## src/rtl/mem_pkg.sv

```systemverilog
// Shared types and helpers for the memory-access pipeline stage.
package mem_pkg;

  localparam int WORD_W     = 32;
  localparam int ADDR_W     = 32;
  localparam int INSTR_W    = 32;
  localparam int REG_IDX_W  = 5;
  localparam int DEST_SRC_W = 2;
  localparam int MEM_OP_W   = 4;
  localparam int BE_W       = WORD_W / 8;

  typedef enum logic [MEM_OP_W-1:0] {
    MEM_OP_NONE = 4'd0,
    MEM_OP_LB   = 4'd1,
    MEM_OP_LH   = 4'd2,
    MEM_OP_LW   = 4'd3,
    MEM_OP_LBU  = 4'd4,
    MEM_OP_LHU  = 4'd5,
    MEM_OP_SB   = 4'd6,
    MEM_OP_SH   = 4'd7,
    MEM_OP_SW   = 4'd8
  } mem_op_e;

  typedef enum logic [DEST_SRC_W-1:0] {
    DEST_SRC_NONE = 2'd0,
    DEST_SRC_ALU  = 2'd1,
    DEST_SRC_MEM  = 2'd2,
    DEST_SRC_PC   = 2'd3
  } dest_src_e;

  typedef enum logic [1:0] {
    ST_IDLE   = 2'd0,
    ST_ACCESS = 2'd1,
    ST_DONE   = 2'd2
  } state_e;

  function automatic logic is_mem_op(mem_op_e op);
    return (op inside {MEM_OP_LB, MEM_OP_LH, MEM_OP_LW, MEM_OP_LBU, MEM_OP_LHU,
                       MEM_OP_SB, MEM_OP_SH, MEM_OP_SW});
  endfunction

  function automatic logic is_store(mem_op_e op);
    return (op inside {MEM_OP_SB, MEM_OP_SH, MEM_OP_SW});
  endfunction

  function automatic logic is_misaligned(mem_op_e op, logic [1:0] addr_lo);
    case (op)
      MEM_OP_LH, MEM_OP_LHU, MEM_OP_SH: return addr_lo[0];
      MEM_OP_LW, MEM_OP_SW:             return (addr_lo != 2'b00);
      default:                          return 1'b0;
    endcase
  endfunction

endpackage

```

## src/rtl/mem_if.sv

```systemverilog
// Data-memory request/acknowledge bus between the stage and data memory.
interface mem_if;
  import mem_pkg::*;

  logic              req;
  logic              we;
  logic [ADDR_W-1:0] addr;
  logic [WORD_W-1:0] wdata;
  logic [BE_W-1:0]   be;
  logic              ack;
  logic [WORD_W-1:0] rdata;

  modport master (output req, we, addr, wdata, be, input ack, rdata);
  modport slave  (input req, we, addr, wdata, be, output ack, rdata);
endinterface

```

## src/rtl/mem_align.sv

```systemverilog
// Byte-lane steering: store replication/byte enables and load extraction/extension.
module mem_align
  import mem_pkg::*;
(
  input  mem_op_e           op,
  input  logic [1:0]        addr_lo,
  input  logic [WORD_W-1:0] store_data,
  input  logic [WORD_W-1:0] rdata,
  output logic [WORD_W-1:0] wdata,
  output logic [BE_W-1:0]   be,
  output logic [WORD_W-1:0] load_data
);

  logic [7:0]  byte_sel;
  logic [15:0] half_sel;

  assign byte_sel = rdata[{addr_lo, 3'b000} +: 8];
  assign half_sel = addr_lo[1] ? rdata[31:16] : rdata[15:0];

  always_comb begin
    wdata = store_data;
    be    = {BE_W{1'b0}};
    case (op)
      MEM_OP_SB: begin
        wdata = {4{store_data[7:0]}};
        be    = 4'b0001 << addr_lo;
      end
      MEM_OP_SH: begin
        wdata = {2{store_data[15:0]}};
        be    = 4'b0011 << addr_lo;
      end
      MEM_OP_SW: begin
        wdata = store_data;
        be    = 4'b1111;
      end
      default: begin
        wdata = store_data;
        be    = {BE_W{1'b0}};
      end
    endcase
  end

  always_comb begin
    load_data = {WORD_W{1'b0}};
    case (op)
      MEM_OP_LB:  load_data = {{(WORD_W-8){byte_sel[7]}}, byte_sel};
      MEM_OP_LBU: load_data = {{(WORD_W-8){1'b0}}, byte_sel};
      MEM_OP_LH:  load_data = {{(WORD_W-16){half_sel[15]}}, half_sel};
      MEM_OP_LHU: load_data = {{(WORD_W-16){1'b0}}, half_sel};
      MEM_OP_LW:  load_data = rdata;
      default:    load_data = {WORD_W{1'b0}};
    endcase
  end

endmodule

```

## src/rtl/mem.sv

```systemverilog
// Memory-access pipeline stage: registers execute results, runs the data-memory
// handshake and presents the write-back value.
module mem
  import mem_pkg::*;
(
  input  logic                  clk,
  input  logic                  clr,
  input  logic                  stall,
  input  logic [ADDR_W-1:0]     i_pc,
  input  logic [INSTR_W-1:0]    i_instr,
  input  logic [MEM_OP_W-1:0]   i_mem_op,
  input  logic [WORD_W-1:0]     i_alu_eval,
  input  logic [WORD_W-1:0]     i_store_data,
  input  logic [DEST_SRC_W-1:0] i_dest_src,
  input  logic [REG_IDX_W-1:0]  i_dest_reg,
  output logic [ADDR_W-1:0]     o_pc,
  output logic [INSTR_W-1:0]    o_instr,
  output logic [DEST_SRC_W-1:0] o_dest_src,
  output logic [REG_IDX_W-1:0]  o_dest_reg,
  output logic [WORD_W-1:0]     o_wb_data,
  output logic                  o_misalign,
  output logic                  o_stall,
  mem_if.master                 dmem
);

  state_e               state, state_nxt;
  mem_op_e              in_op;
  logic                 capture;
  logic [ADDR_W-1:0]    r_pc;
  logic [INSTR_W-1:0]   r_instr;
  mem_op_e              r_mem_op;
  logic [WORD_W-1:0]    r_alu_eval;
  logic [WORD_W-1:0]    r_store_data;
  dest_src_e            r_dest_src;
  logic [REG_IDX_W-1:0] r_dest_reg;
  logic [WORD_W-1:0]    r_rdata;
  logic [WORD_W-1:0]    align_wdata;
  logic [BE_W-1:0]      align_be;
  logic [WORD_W-1:0]    load_data;

  assign in_op   = mem_op_e'(i_mem_op);
  assign o_stall = (state == ST_ACCESS) | stall;
  assign capture = ~o_stall;

  always_ff @(posedge clk or posedge clr) begin
    if (clr) state <= ST_IDLE;
    else     state <= state_nxt;
  end

  always_comb begin
    state_nxt = state;
    case (state)
      ST_IDLE, ST_DONE: begin
        if (capture)
          state_nxt = (is_mem_op(in_op) && !is_misaligned(in_op, i_alu_eval[1:0]))
                      ? ST_ACCESS : ST_IDLE;
        else
          state_nxt = state;
      end
      ST_ACCESS: begin
        if (dmem.ack) state_nxt = ST_DONE;
        else          state_nxt = ST_ACCESS;
      end
      default: state_nxt = ST_IDLE;
    endcase
  end

  always_ff @(posedge clk or posedge clr) begin
    if (clr) begin
      r_pc         <= {ADDR_W{1'b0}};
      r_instr      <= {INSTR_W{1'b0}};
      r_mem_op     <= MEM_OP_NONE;
      r_alu_eval   <= {WORD_W{1'b0}};
      r_store_data <= {WORD_W{1'b0}};
      r_dest_src   <= DEST_SRC_NONE;
      r_dest_reg   <= {REG_IDX_W{1'b0}};
    end else if (capture) begin
      r_pc         <= i_pc;
      r_instr      <= i_instr;
      r_mem_op     <= in_op;
      r_alu_eval   <= i_alu_eval;
      r_store_data <= i_store_data;
      r_dest_src   <= dest_src_e'(i_dest_src);
      r_dest_reg   <= i_dest_reg;
    end
  end

  // Load data is only taken on an ack that completes a live request.
  always_ff @(posedge clk or posedge clr) begin
    if (clr)                                   r_rdata <= {WORD_W{1'b0}};
    else if ((state == ST_ACCESS) && dmem.ack) r_rdata <= dmem.rdata;
  end

  mem_align u_align (
    .op         (r_mem_op),
    .addr_lo    (r_alu_eval[1:0]),
    .store_data (r_store_data),
    .rdata      (r_rdata),
    .wdata      (align_wdata),
    .be         (align_be),
    .load_data  (load_data)
  );

  assign dmem.req   = (state == ST_ACCESS);
  assign dmem.we    = dmem.req & is_store(r_mem_op);
  assign dmem.addr  = {r_alu_eval[ADDR_W-1:2], 2'b00};
  assign dmem.wdata = align_wdata;
  assign dmem.be    = dmem.req ? align_be : {BE_W{1'b0}};

  assign o_misalign = is_misaligned(r_mem_op, r_alu_eval[1:0]);
  assign o_dest_src = ((state == ST_ACCESS) || o_misalign) ? DEST_SRC_NONE : r_dest_src;
  assign o_wb_data  = (r_dest_src == DEST_SRC_MEM) ? load_data : r_alu_eval;
  assign o_pc       = r_pc;
  assign o_instr    = r_instr;
  assign o_dest_reg = r_dest_reg;

endmodule

```

## src/flat_wrapper.sv

```systemverilog
// flat-port wrapper written by rule: the top's interface ports become plain ports
module mem_flat import mem_pkg::*;
  (clk, clr, stall, i_pc, i_instr, i_mem_op, i_alu_eval, i_store_data, i_dest_src, i_dest_reg, o_pc, o_instr, o_dest_src, o_dest_reg, o_wb_data, o_misalign, o_stall, dmem_req, dmem_we, dmem_addr, dmem_wdata, dmem_be, dmem_ack, dmem_rdata);
  mem_if dmem_i ();
  input  logic clk;
  input  logic clr;
  input  logic stall;
  input  logic [ADDR_W-1:0] i_pc;
  input  logic [INSTR_W-1:0] i_instr;
  input  logic [MEM_OP_W-1:0] i_mem_op;
  input  logic [WORD_W-1:0] i_alu_eval;
  input  logic [WORD_W-1:0] i_store_data;
  input  logic [DEST_SRC_W-1:0] i_dest_src;
  input  logic [REG_IDX_W-1:0] i_dest_reg;
  output logic [ADDR_W-1:0] o_pc;
  output logic [INSTR_W-1:0] o_instr;
  output logic [DEST_SRC_W-1:0] o_dest_src;
  output logic [REG_IDX_W-1:0] o_dest_reg;
  output logic [WORD_W-1:0] o_wb_data;
  output logic o_misalign;
  output logic o_stall;
  output wire logic [$bits(dmem_i.req)-1:0] dmem_req;
  output wire logic [$bits(dmem_i.we)-1:0] dmem_we;
  output wire logic [$bits(dmem_i.addr)-1:0] dmem_addr;
  output wire logic [$bits(dmem_i.wdata)-1:0] dmem_wdata;
  output wire logic [$bits(dmem_i.be)-1:0] dmem_be;
  input wire logic [$bits(dmem_i.ack)-1:0] dmem_ack;
  input wire logic [$bits(dmem_i.rdata)-1:0] dmem_rdata;
  assign dmem_req = dmem_i.req;
  assign dmem_we = dmem_i.we;
  assign dmem_addr = dmem_i.addr;
  assign dmem_wdata = dmem_i.wdata;
  assign dmem_be = dmem_i.be;
  assign dmem_i.ack = dmem_ack;
  assign dmem_i.rdata = dmem_rdata;
  mem u_core (.clk(clk), .clr(clr), .stall(stall), .i_pc(i_pc), .i_instr(i_instr), .i_mem_op(i_mem_op), .i_alu_eval(i_alu_eval), .i_store_data(i_store_data), .i_dest_src(i_dest_src), .i_dest_reg(i_dest_reg), .o_pc(o_pc), .o_instr(o_instr), .o_dest_src(o_dest_src), .o_dest_reg(o_dest_reg), .o_wb_data(o_wb_data), .o_misalign(o_misalign), .o_stall(o_stall), .dmem(dmem_i));
endmodule
```

## config.mk

```make
export PLATFORM = sky130hd
export DESIGN_NAME = mem_flat
export DESIGN_NICKNAME = d
export VERILOG_FILES = /design/src/rtl/mem_pkg.sv /design/src/rtl/mem_if.sv /design/src/rtl/mem_align.sv /design/src/rtl/mem.sv /design/src/flat_wrapper.sv
export SDC_FILE = /design/constraint.sdc
export NUM_CORES = 1
export LEC_CHECK = 0
export CAP_MARGIN = 30
export CORE_MARGIN = 2
export CORE_UTILIZATION = 45
export DETAILED_ROUTE_END_ITERATION = 8
export PLACE_DENSITY = 0.89
export SLEW_MARGIN = 5
export SYNTH_ARGS = -nofsm -noshare
export SYNTH_HDL_FRONTEND = slang
export SYNTH_HIERARCHICAL = 1
export SYNTH_SLANG_ARGS = --single-unit
```

## constraint.sdc

```tcl
create_clock -name clk -period 6.03 [get_ports clk]
set_input_delay 0.603 -clock clk [delete_from_list [all_inputs] [get_ports clk]]
set_output_delay 0.603 -clock clk [all_outputs]
set_load 0.01 [all_outputs]
```

# Word-level counts from Yosys, hierarchy flattened
# Index checks and enable logic that the tools add are counted.
dict set report classes {
  n_shift 3
  bitwise 2
  mux 15
  reduce_logical 14
  eq_ne 20
}
# cell count
set op_table {}
lappend op_table {{one-hot mux 32 bit (5 select lines)} 1}
lappend op_table {{one-hot mux 32 bit (2 select lines)} 1}
lappend op_table {{equality test 4 x 3 -> 1 bit, second input constant} 8}
lappend op_table {{2-to-1 mux 32 bit} 1}
lappend op_table {{indexed part select 32 x 6 -> 8 bit} 1}
lappend op_table {{equality test 4 x 2 -> 1 bit, second input constant} 4}
lappend op_table {{2-to-1 mux 16 bit} 1}
lappend op_table {{one-hot mux 4 bit (3 select lines)} 1}
lappend op_table {{equality test 4 x 1 -> 1 bit, second input constant} 2}
lappend op_table {{equality test 4 bit, second input constant} 2}
lappend op_table {{nonzero test 8 bit} 1}
lappend op_table {{2-to-1 mux 2 bit} 3}
lappend op_table {{OR reduction 2 bit} 3}
lappend op_table {{OR reduction 3 bit} 2}
lappend op_table {{equality test 2 bit, second input constant} 2}
lappend op_table {{2-to-1 mux 4 bit} 1}
lappend op_table {{one-hot mux 1 bit (2 select lines)} 2}
lappend op_table {{one-hot mux 2 bit (2 select lines)} 1}
lappend op_table {{nonzero test 2 bit} 2}
lappend op_table {{left shift 1 x 2 -> 4 bit, first input constant} 1}
lappend op_table {{left shift 2 x 2 -> 4 bit, first input constant} 1}
lappend op_table {{2-to-1 mux 1 bit} 3}
lappend op_table {{nonzero test 3 bit} 1}
lappend op_table {{equality test 2 x 1 -> 1 bit, second input constant} 1}
lappend op_table {{7 further kinds} 8}
dict set report word_totals {
  output_inout_bits 175
  word_cells 63
  register_bits 173
  inputBits 175
}

# Longest topological paths before layout
dict set report logic_depth {
  depth_word 10
  depth_mapped 7
  mapped_depth_nobuf 4
}

# By module
# Netlist, hierarchy kept.
# mod cells_per_inst instances area_each_um2 seq_area_each_um2
set modules_own_cells {}
lappend modules_own_cells {mem 469 1 7767.4 4329.2}
lappend modules_own_cells {mem_align 165 1 1249.9 0.0}

# Least setup slack after synthesis
# OpenSTA, ideal clock, no wires.
dict set report synth_timing {
  path_type {register -> output}
  startpoint {register u_core.r_mem_op[0]}
  endpoint {output o_wb_data[5]}
  t_required_ns 5.427
  t_arrival_ns 1.843
  stages_incl_launch_ff 6
  n_path_buf 1
  path_slack_ns 3.584
  path_cell_list {dfrtp_1 clkbuf_8 or2b_2 a311oi_1 o221ai_1 mux2_1}
}
dict set report synth_between {
  elab_chain_len 3
  elab_cells_between_ends 7
  classes_between {eq/ne (5); mux (2)}
}
# item line_no
set synth_lines {}
lappend synth_lines {{start: declaration} mem.sv:31} ;# mem_op_e r_mem_op;
lappend synth_lines {{start signal: assignment} mem.sv:80} ;# r_mem_op <= in_op;
lappend synth_lines {{equality test 4 x 2 -> 1 bit, or another cell as far along} mem_align.sv:45} ;# case (op)
lappend synth_lines {{one-hot mux 32 bit (5 select lines) (*)} mem_align.sv:45}
lappend synth_lines {{via u_core.load_data[5]} mem.sv:39} ;# logic [WORD_W-1:0] load_data;
lappend synth_lines {{2-to-1 mux 32 bit (*)} mem.sv:112} ;# assign o_wb_data = (r_dest_src == DEST_SRC_MEM) ? load_data : r_alu_eval;
lappend synth_lines {{end: declaration} flat_wrapper.sv:19} ;# output logic [WORD_W-1:0] o_wb_data;
# The timed path passes the listed nets; every way through them passes the cells marked *.

# Worst setup path after layout
dict set report layout_timing {
  startpoint {register u_core.r_alu_eval[1]}
  endpoint {output o_wb_data[31]}
}
dict set report layout_between {
  elab_chain_len 3
  elab_cells_between_ends 4
  classes_between {shift (1); mux (3)}
}
# item line_no
set layout_lines {}
lappend layout_lines {{start: declaration} mem.sv:32} ;# logic [WORD_W-1:0] r_alu_eval;
lappend layout_lines {{start signal: assignment} mem.sv:73} ;# r_alu_eval <= {WORD_W{1'b0}};
lappend layout_lines {{start signal: assignment} mem.sv:81} ;# r_alu_eval <= i_alu_eval;
lappend layout_lines {{indexed part select 32 x 6 -> 8 bit / 2-to-1 mux 16 bit (equally long branches)} {mem_align.sv:17, mem_align.sv:18}}
lappend layout_lines {{one-hot mux 32 bit (5 select lines) (*)} mem_align.sv:45}
lappend layout_lines {{via u_core.load_data[31]} mem.sv:39}
lappend layout_lines {{2-to-1 mux 32 bit (*)} mem.sv:112}
# Marks and branches as above.

==> impl_metrics.yaml <==
sta:
  finalClockSkew_ps: 9.12
  finalHoldViolCount: 0
  worstMarginPinSlew_ps: 1060
  holdWs_ps: 505
  setup-violations-final: 0
  setup_total_negative_slack_ps: 0
  slew-limit-headroom: 0.292
  rsz0062_at_grt: "false"
  fin_crit_ps: 4070
  fmax_mhz: 246
  finalMaxSlewViolations: 0
  post-route-period-util: 0.675
detailed_routing:
  routed_wire_length_per_instance_microns: 20.8
  post_drt_via_cell_ratio: 5.09
  postRouteWirelength_mm: 25.2
  drt_drc_violations_left: 0
  detail_route.first_pass.iterations: 5
  num_vias: 6155
  first_drt_iteration_drcs: 460
  drt.antenna.violating_nets: 0
clock_network:
  cts.repair_timing.setup_buffer_count: 0
  ctsHtreeMaxLevel: 4
  cts-resized-gates: 0
  cts-buffers-inserted: 17
  hold_buffers: 0
  worstSkewPairLatency_ps: 420
  clock_tree_from_tritoncts: "done"
  number_of_buffers_on_the_longest_clock_path: 2
  numClockSinks: 173
  clock-root-buffer: "clkbuf_16"
  clkTransAtPathRegs_ps: 70
setup_path:
  worstSetupStartpointType: "flop"
  rr_startpoint: "u_core/state[0]"
  biggest_fanout_along_the_worst_timing_path: 24
  timing.rr.end: "u_core/r_alu_eval[5]"
  worst-endpoint-required_ps: 5430
  critPathArrivalTime_ps: 3470
  ff2ff_setup_slack_ps: 3870
  critical_path.endpoint_type: "output port"
  number_of_cells_on_the_worst_reg_to_reg_path: 4
  timing_worst_setup_path_type: "flop to output port"
die:
  row_count: 51
  io-pin-count: 350
  floorplan.initialDensity: 0.460
  die-area_sq_mm: 0.0212
  die-height_microns: 146
  die_w_microns: 146
  placeableCoreArea_sq_mm: 0.0196
synth:
  post_synth.cell_area_avg_sq_um: 14.2
  count_of_yosys_warnings_during_synthesis: 6
  seq_total_area_yosys: 0.480
  synthFlopType: "dfrtp_1"
  synth.distinct_cells: 52
  number_of_instances_in_the_synthesized_netlist: 634
  synth-edff-count: 0
  ys_async_sr_fraction: 1.00
  synth-seq-cells: 173
  mappedNetlistArea_sq_mm: 0.00902
run_status:
  outcome: "completed"
placement:
  port-buffer-count: 347
  postPlaceCellArea_sq_mm: 0.0122
  detailedPlacementHpwl_mm: 18.9
  routabilityCongestion: 0.805
global_routing:
  overflow: 0
  via_count_of_the_first_global_routing_pass: 6528
  grt_use_total: 0.235
  largest_net_degree_at_the_start_of_global_routing: 140
  grt_antenna_before_repair: 2
  wire_length_of_the_first_global_routing_pass_mm: 38.4
power:
  power.switching_fraction: 0.309
  switching_power_total_mw: 1.27
  power.clock.fraction: 0.258
  cellInternalPower_mw: 2.84
  cellLeakagePower_nw: 5.51
  share_of_total_power_in_combinational_logic: 0.344
  pwr_density_cell_mw_per_mm2: 322
  power_frac_seq: 0.398
  max-vdd-ir-drop_v: 0.000180
finish:
  layout_common_cells: "clkdlybuf4s50_1 (347), dfrtp_1 (173), mux2_2 (127)"
  drive_gt1_frac: 0.296
  final_cell_area_sq_mm: 0.0128
  mostFrequentLayoutCell: "clkdlybuf4s50_1"
  area_delta_synth_final_pct: 41.6
  n_fill_cell: 1445
  nNetsFinal: 1103
worst_hold_path:
  timing.hold.worst_path_depth: 1
  worst_hold_path.endpoint: "u_core/state[1]"
  min-delay-start: "u_core/state[0]"
  hold_class: "flop to flop"
flow_run:
  max_cap_viol_count: 0
[per-stage QoR]
stage	power, mW	std cells	util	setup WS [ps]
finish	4.11	1209	0.652	1960
floorplan	2.42	635	-	739
global placement	3.02	1171	0.621	2390
CTS	4.14	1205	0.651	1810
detailed placement	3.07	1173	0.623	2300
global route	4.29	1207	0.652	1770
[cells in the mapped netlist (3+ instances only)]
cell type  number  area (sq um)
inv_1           5          18.8
mux2_2        127          1430
nor3b_1         4          30.0
mux2_4         99          1490
a21oi_1         3          15.0
buf_2          12          60.1
buf_4          42           315
clkbuf_1        4          15.0
o21ai_0        19          95.1
and2_1          5          31.3
mux2i_1        16           160
dfrtp_1       173          4330
clkbuf_8        4          55.1
buf_6           5          56.3
buf_12         10           200
nand2_1        45           169
nor2_1          3          11.3
a221o_1         9          90.1
nor4b_1         6          52.6
a32oi_1         6          52.6
[layout make-up]
| type | count | area [sq um] | area share |
|---|---|---|---|
| Antenna cell | 3 | 7.51 | 0.000588 |
| Inverter | 5 | 23.8 | 0.00186 |
| Clock buffer | 18 | 429 | 0.0336 |
| Tap cell | 265 | 332 | 0.0260 |
| Timing Repair Buffer | 354 | 3560 | 0.278 |
| Clock inverter | 14 | 126 | 0.00989 |
| Multi-Input combinational cell | 377 | 3970 | 0.311 |
| Sequential cell | 173 | 4330 | 0.339 |
[power groups by stage]
| stage | clock (mW) | sequential (mW) | combinational, mW |
|---|---|---|---|
| 2_1_floorplan | 0 | 1.59 | 0.832 |
| 3_3_place_gp | 0 | 1.64 | 1.38 |
| 3_5_place_dp | 0 | 1.65 | 1.41 |
| 4_1_cts | 1.08 | 1.64 | 1.42 |
| 5_1_grt | 1.13 | 1.67 | 1.49 |
| 6_report | 1.06 | 1.63 | 1.41 |
[critical path: stages, from the launching register on]
cell and delay (ps):
dfrtp_1 970, mux4_2 450, a22oi_2 670, nand2_1 150, mux2_2 300, clkdlybuf4s50_1 480
[kinds of logic (layout without fill, tap and decap cells)]
logic type / count (synthesis) / in the layout / synth area share
compound gates: 47 / 47 / 0.0372
xor+xnor: 1 / 1 / 0.000971
simple gates: 82 / 82 / 0.0525
buf+inv: 85 / 391 / 0.0827
other cells: 1 / 5 / 0.000416
mux: 245 / 245 / 0.346
flops: 173 / 173 / 0.480
[worst max path at each step]
stage | depth (start not counted) | start | to
4_1_cts | 5 | u_core/r_mem_op[0] | o_wb_data[0]
3_5_place_dp | 5 | u_core/r_mem_op[0] | o_wb_data[0]
3_3_place_gp | 5 | u_core/r_mem_op[0] | o_wb_data[0]
5_1_grt | 5 | u_core/r_alu_eval[1] | o_wb_data[31]
2_1_floorplan | 1 | clr | u_core/o_dest_reg[0]
6_report | 5 | u_core/r_alu_eval[1] | o_wb_data[31]
[layer usage]
layer / GRT usage / wire length [microns]
met1: 0.282 / 10200
met2: 0.401 / 12600
met3: 0.0661 / 1710
met4: 0.0946 / 775
met5: 0 / 0
(Power assumes the default switching activity.)
